--- config.mk ---
export PLATFORM = sky130hd
export DESIGN_NAME = rgb_color_fader
export DESIGN_NICKNAME = d
export VERILOG_FILES = /design/src/rtl/rgb_color_fader.sv
export SDC_FILE = /design/constraint.sdc
export NUM_CORES = 1
export LEC_CHECK = 0
export CORE_MARGIN = 2
export CORE_UTILIZATION = 40
export DETAILED_ROUTE_END_ITERATION = 10
export GPL_TIMING_DRIVEN = 0
export PLACE_DENSITY = 0.58
export SKIP_CTS_REPAIR_TIMING = 1
export SYNTH_ARGS = -nofsm -noshare
export SYNTH_HDL_FRONTEND = slang
export SYNTH_SLANG_ARGS = --single-unit
--- constraint.sdc ---
create_clock -name clk -period 4.5 [get_ports clk]
set_input_delay 1.35 -clock clk [delete_from_list [all_inputs] [get_ports clk]]
set_output_delay 1.35 -clock clk [all_outputs]
set_load 0.05 [all_outputs]
--- src/rtl/rgb_color_fader.sv ---
// rgb_color_fader: ramps an RGB colour from its present value toward a loaded
// target in fixed steps, one step every (rate+1) rising edges of the PWM sync
// strobe. Optional macro RGB_FADER_GAMMA_EN maps each registered output
// through (c*c + c) >> 8 while all fade arithmetic stays linear.
module rgb_color_fader #(
  parameter int RATE_W = 8
) (
  input  logic              clk,
  input  logic              rst,
  input  logic              sync_i,
  input  logic              load_i,
  input  logic [7:0]        rtarget_i,
  input  logic [7:0]        gtarget_i,
  input  logic [7:0]        btarget_i,
  input  logic [7:0]        step_i,
  input  logic [RATE_W-1:0] rate_i,
  output logic [7:0]        rcolor_o,
  output logic [7:0]        gcolor_o,
  output logic [7:0]        bcolor_o,
  output logic              busy_o,
  output logic              done_o
);

  typedef enum logic {IDLE, FADE} state_t;

  // Channel index 2 = red, 1 = green, 0 = blue throughout.
  state_t            state, state_next;
  logic [2:0][7:0]   cur, cur_next;
  logic [2:0][7:0]   tgt, tgt_next;
  logic [2:0][7:0]   tgt_in;
  logic [2:0][7:0]   col_q, col_next;
  logic [7:0]        step_r, step_next;
  logic [RATE_W-1:0] rate_r, rate_next;
  logic [RATE_W-1:0] presc, presc_next;
  logic              sync_q;
  logic              sync_edge;
  logic              done_next;

  // Move one channel toward its target by at most step, never past it.
  function automatic logic [7:0] approach(input logic [7:0] c,
                                          input logic [7:0] t,
                                          input logic [7:0] s);
    logic [7:0] diff;
    logic [7:0] res;
    res = c;
    if (t > c) begin
      diff = t - c;
      res  = (s < diff) ? c + s : t;
    end else if (t < c) begin
      diff = c - t;
      res  = (s < diff) ? c - s : t;
    end
    return res;
  endfunction

  // Output shaping: square-law gamma when enabled, identity otherwise.
  function automatic logic [7:0] shape(input logic [7:0] c);
`ifdef RGB_FADER_GAMMA_EN
    logic [15:0] sq;
    sq = 16'(c) * 16'(c) + 16'(c);
    return sq[15:8];
`else
    return c;
`endif
  endfunction

  assign tgt_in    = {rtarget_i, gtarget_i, btarget_i};
  assign sync_edge = sync_i & ~sync_q;
  assign busy_o    = (state == FADE);
  assign rcolor_o  = col_q[2];
  assign gcolor_o  = col_q[1];
  assign bcolor_o  = col_q[0];

  // Next-state logic: a load always wins; otherwise a prescaled sync tick
  // advances every channel and retires the fade once all targets are met.
  always_comb begin
    state_next = state;
    cur_next   = cur;
    tgt_next   = tgt;
    step_next  = step_r;
    rate_next  = rate_r;
    presc_next = presc;
    done_next  = 1'b0;
    if (load_i) begin
      tgt_next   = tgt_in;
      step_next  = (step_i == 8'd0) ? 8'd1 : step_i;
      rate_next  = rate_i;
      presc_next = '0;
      if (tgt_in == cur) begin
        state_next = IDLE;
        done_next  = 1'b1;
      end else begin
        state_next = FADE;
      end
    end else if (state == FADE && sync_edge) begin
      if (presc == rate_r) begin
        presc_next = '0;
        for (int i = 0; i < 3; i++) begin
          cur_next[i] = approach(cur[i], tgt[i], step_r);
        end
        if (cur_next == tgt) begin
          state_next = IDLE;
          done_next  = 1'b1;
        end
      end else begin
        presc_next = presc + 1'b1;
      end
    end
    for (int i = 0; i < 3; i++) begin
      col_next[i] = shape(cur_next[i]);
    end
  end

  // State register; outputs are taken from next-state values so the colour
  // appears one cycle after its tick whether or not gamma is enabled.
  always_ff @(posedge clk) begin
    if (rst) begin
      state  <= IDLE;
      cur    <= '0;
      tgt    <= '0;
      col_q  <= '0;
      step_r <= 8'd1;
      rate_r <= '0;
      presc  <= '0;
      sync_q <= 1'b0;
      done_o <= 1'b0;
    end else begin
      state  <= state_next;
      cur    <= cur_next;
      tgt    <= tgt_next;
      col_q  <= col_next;
      step_r <= step_next;
      rate_r <= rate_next;
      presc  <= presc_next;
      sync_q <= sync_i;
      done_o <= done_next;
    end
  end

endmodule

==> impl_results.md <==
- Count leader, synth: nor2_1
- Critical path class: flip-flop to flip-flop
- Adder-Cell Fraction of Synth Area: a little under 20%
- Buffers on Ports: 67
- PnR worst setup slack: -170 ps
- Post-synth ARST share: 0%
- CP arrival: 4920 ps
- Post-DRT Antenna Nets: 0
- Cts bufs inserted: 9
- Die ar.: 0.0253 mm²
- Simple-gate area share of the yosys netlist: around 18%
- Layout fillers: between 2000 and 2500
- Post-synth EDFFs: 0
- Initial antenna violation count: 0
- Nets: around 1500
- Min-Delay Path Class: flip-flop to flip-flop
- Clock buffer depth: 2
- Synth area leader: ha_1
- RSZ-0062 raised after global routing: true
- Post-synth top flop: dfxtp_1
- Largest family of logic cells by synthesized area: compound AO/OA/AOI/OAI gates
- Hold Vio Cnt, Final: 0
- Top cells by area, synth: ha_1, dfxtp_1, xnor2_1
- Synthesized flop and latch total: 75
- H-Tree Depth: 3
- Core ar.: between 0.02 and 0.025 mm²
- Root Buffer: clkbuf_16
- Post-synthesis xor/xnor area fraction: 10.5%
- Fin crit share: 104%
- Remaining DRCs: 0
- Setup crit end kind: flip-flop
- Post-layout util: roughly 51%
- Num Clock Sinks: 75
- Max cap viols: 0
- Initial Util: about 41%
- Yosys warnings: 0
- Drt via density: 5.84
- Max frequency: about 210 MHz
- Tot Pwr: between 3 and 4 mW
- Status: complete, but fails checks
- Peak VDD IR: about 0.20 mV
- IO Pins: 70
- WP data required: 4750 ps
- Actual slew at the worst max-slew pin: 1250 ps
- Worst Skew: approximately 19 ps
- Worst-skew pair later-pin latency: around 360 ps
- Critical path's slowest cell: or4_4
- Worst-path clk slew: ~70 ps
- Antenna diode count: 0
- Leak pwr: roughly 5 nW
- Setup tns final: -302 ps
- Chip Height: about 160 µm
- Congestion Overflow GR: 0
- Total wire length: ~35000 µm
- Max-slew violation count: 0
- Seq/Total Area, Yosys: around 16%
- Final min period: about 4700 ps
- Global-route wire length before repair: roughly 52000 µm
- Cells after Synth: around 1200
- Slew HR: between 10% and 20%
- Setup violators final: 2
- Synth-to-Final Area Change: 25.2%
- Final GP Congestion: about 0.95
- Post-synthesis mux area share: between 6 and 7%
- Pwr dens: ~260 mW/mm²
- Highest fanout seen on the critical path: 7
- DR WL/cell: around 21 µm
- Via Count: slightly below 10000
- Post-Syn Area per Cell: approximately 8 µm²
- Largest net degree at the start of global routing: 17
- Hpwl dp: around 26000 µm
- Unique cell type count in the Yosys netlist: a little over 80
- Critical path launch point type: flip-flop
- Post-synthesis compound-gate area fraction: a little under a quarter
- Failing checks: setup timing
- Top cell type's share of synthesized area: roughly 17%
- CP max stage delay: about 500 ps
- Mapped Nets: between 1000 and 1500
- Initial DRC Count: between 700 and 800
- Die Span X: 159 µm
- Netlist Area Pre-Place: roughly 0.0096 mm²
- Crit path cell chain: inv_4, ha_4, buf_8, inv_4, o21bai_4, a21oi_2, o21bai_1, a21o_1, a21oi_2, xor2_1, ha_1, and4_4, o311a_4, or3_4, buf_8, o211ai_1, nand3_2, xnor2_2, nor4_1, nand4_1, or4_4, o211a_1
- Synth cell count leaders: nor2_1, ha_1, a21oi_1
- Rows: 56
- CTS tree: built
- Share of layout cells above drive strength 1: approximately 17%
- Vias in the first global route: about 9000
- All-Layer GR Usage: a little over a quarter
- DR pass1 iterations: 5
-- registers in the layout (all words and copies together) (netlist names), 8 cells and up --
register	flops
bcolor_o	8
gcolor_o	8
presc	8
rate_r	8
rcolor_o	8
step_r	8
tgt	24
-- critical path: cells and delay by family, from the launching register on --
| kind | cells | cell delay [ps] |
|---|---|---|
| AND/OR/NAND/NOR | 6 | 1700 |
| AO/OA/AOI/OAI | 8 | 1180 |
| adder cells (fa/ha/maj) | 2 | 580 |
| flip-flops | 1 | 380 |
| XOR/XNOR | 2 | 360 |
| buffers and inverters | 4 | 340 |
-- power breakdown --
group          leakage [nW]  internal [mW]  switching (mW)  total (mW)
combinational          4.23          0.706           0.908        1.61
sequential            0.633          0.682          0.0746       0.757
clock                 0.158          0.448           0.358       0.805
total                  5.02           1.84            1.34        3.18
-- cell type report --
type | count | area [µm²] | area share [%]
well taps | 319 | 399 | 3.31
inverters | 92 | 362 | 3.00
repair buffers | 108 | 991 | 8.22
clock buffers | 9 | 225 | 1.87
flip-flops and latches | 75 | 1590 | 13.2
plain buffers | 57 | 285 | 2.37
multi-input cells | 1000 | 8110 | 67.3
clock inverters | 7 | 90.1 | 0.748
-- logic make-up after synthesis --
logic type               Yosys count
AND/OR/NAND/NOR                  357
AO/OA/AOI/OAI                    330
buffers and inverters            157
adder cells (fa/ha/maj)          142
XOR/XNOR                         112
flip-flops                        75
multiplexers                      59
-- stage by stage --
step                      instances  instance area, µm²  setup slack (ps)  hold slack, ps
final                          1667               12000              -170             520
after global routing           1667               12000              -321             546
after CTS                      1634               11100             -1080             525
after detailed placement       1618               10800             -1040             508
after global placement         1618               10800             -1080             502
after floorplan                1232                9690              15.4             482
-- path summary, 6_finish.rpt --
path	startpoint	endpoint	slack [ps]	cells past startpoint
setup / recovery	bcolor_o[2]	busy_o	-170	22
hold / removal	rate_r[3]	rate_r[3]	520	2
setup reg to reg	bcolor_o[2]	busy_o	-170	22
hold reg to reg	rate_r[3]	rate_r[3]	520	2
-- per-layer routing --
metal	track usage, %	routed length (µm)	up-vias	share of wire [%]
met1	35.3	15400	4601	44
met4	9.55	1250	0	3.6
met2	43.1	16000	395	46
met5	0	0	-	0
li1	-	-	4653	-
met3	3.28	2320	83	6.6
-- layout by cell type, fill, tap and decap left out, types with 9 or more instances in the layout --
| cell type | count |
|---|---|
| nor2_1 | 141 |
| ha_1 | 119 |
| inv_1 | 79 |
| a21oi_1 | 75 |
| xnor2_1 | 68 |
| clkdlybuf4s50_1 | 67 |
| mux2i_1 | 57 |
| nand2_1 | 47 |
| dfxtp_1 | 43 |
| xor2_1 | 41 |
| clkbuf_1 | 40 |
| buf_4 | 37 |
| o21ai_0 | 30 |
| a21o_1 | 23 |
| a211oi_1 | 23 |
| nand4_1 | 22 |
| nor3_1 | 20 |
| dfxtp_4 | 19 |
| nand2b_1 | 16 |
| nand3_1 | 15 |
| o211ai_1 | 15 |
| a21oi_2 | 14 |
| nor2b_1 | 14 |
| dfxtp_2 | 13 |
| o21a_1 | 12 |
| or2_2 | 11 |
| nor4_1 | 10 |
| a22oi_1 | 9 |
| clkbuf_16 | 9 |
Power figures use the tool's default switching activity.
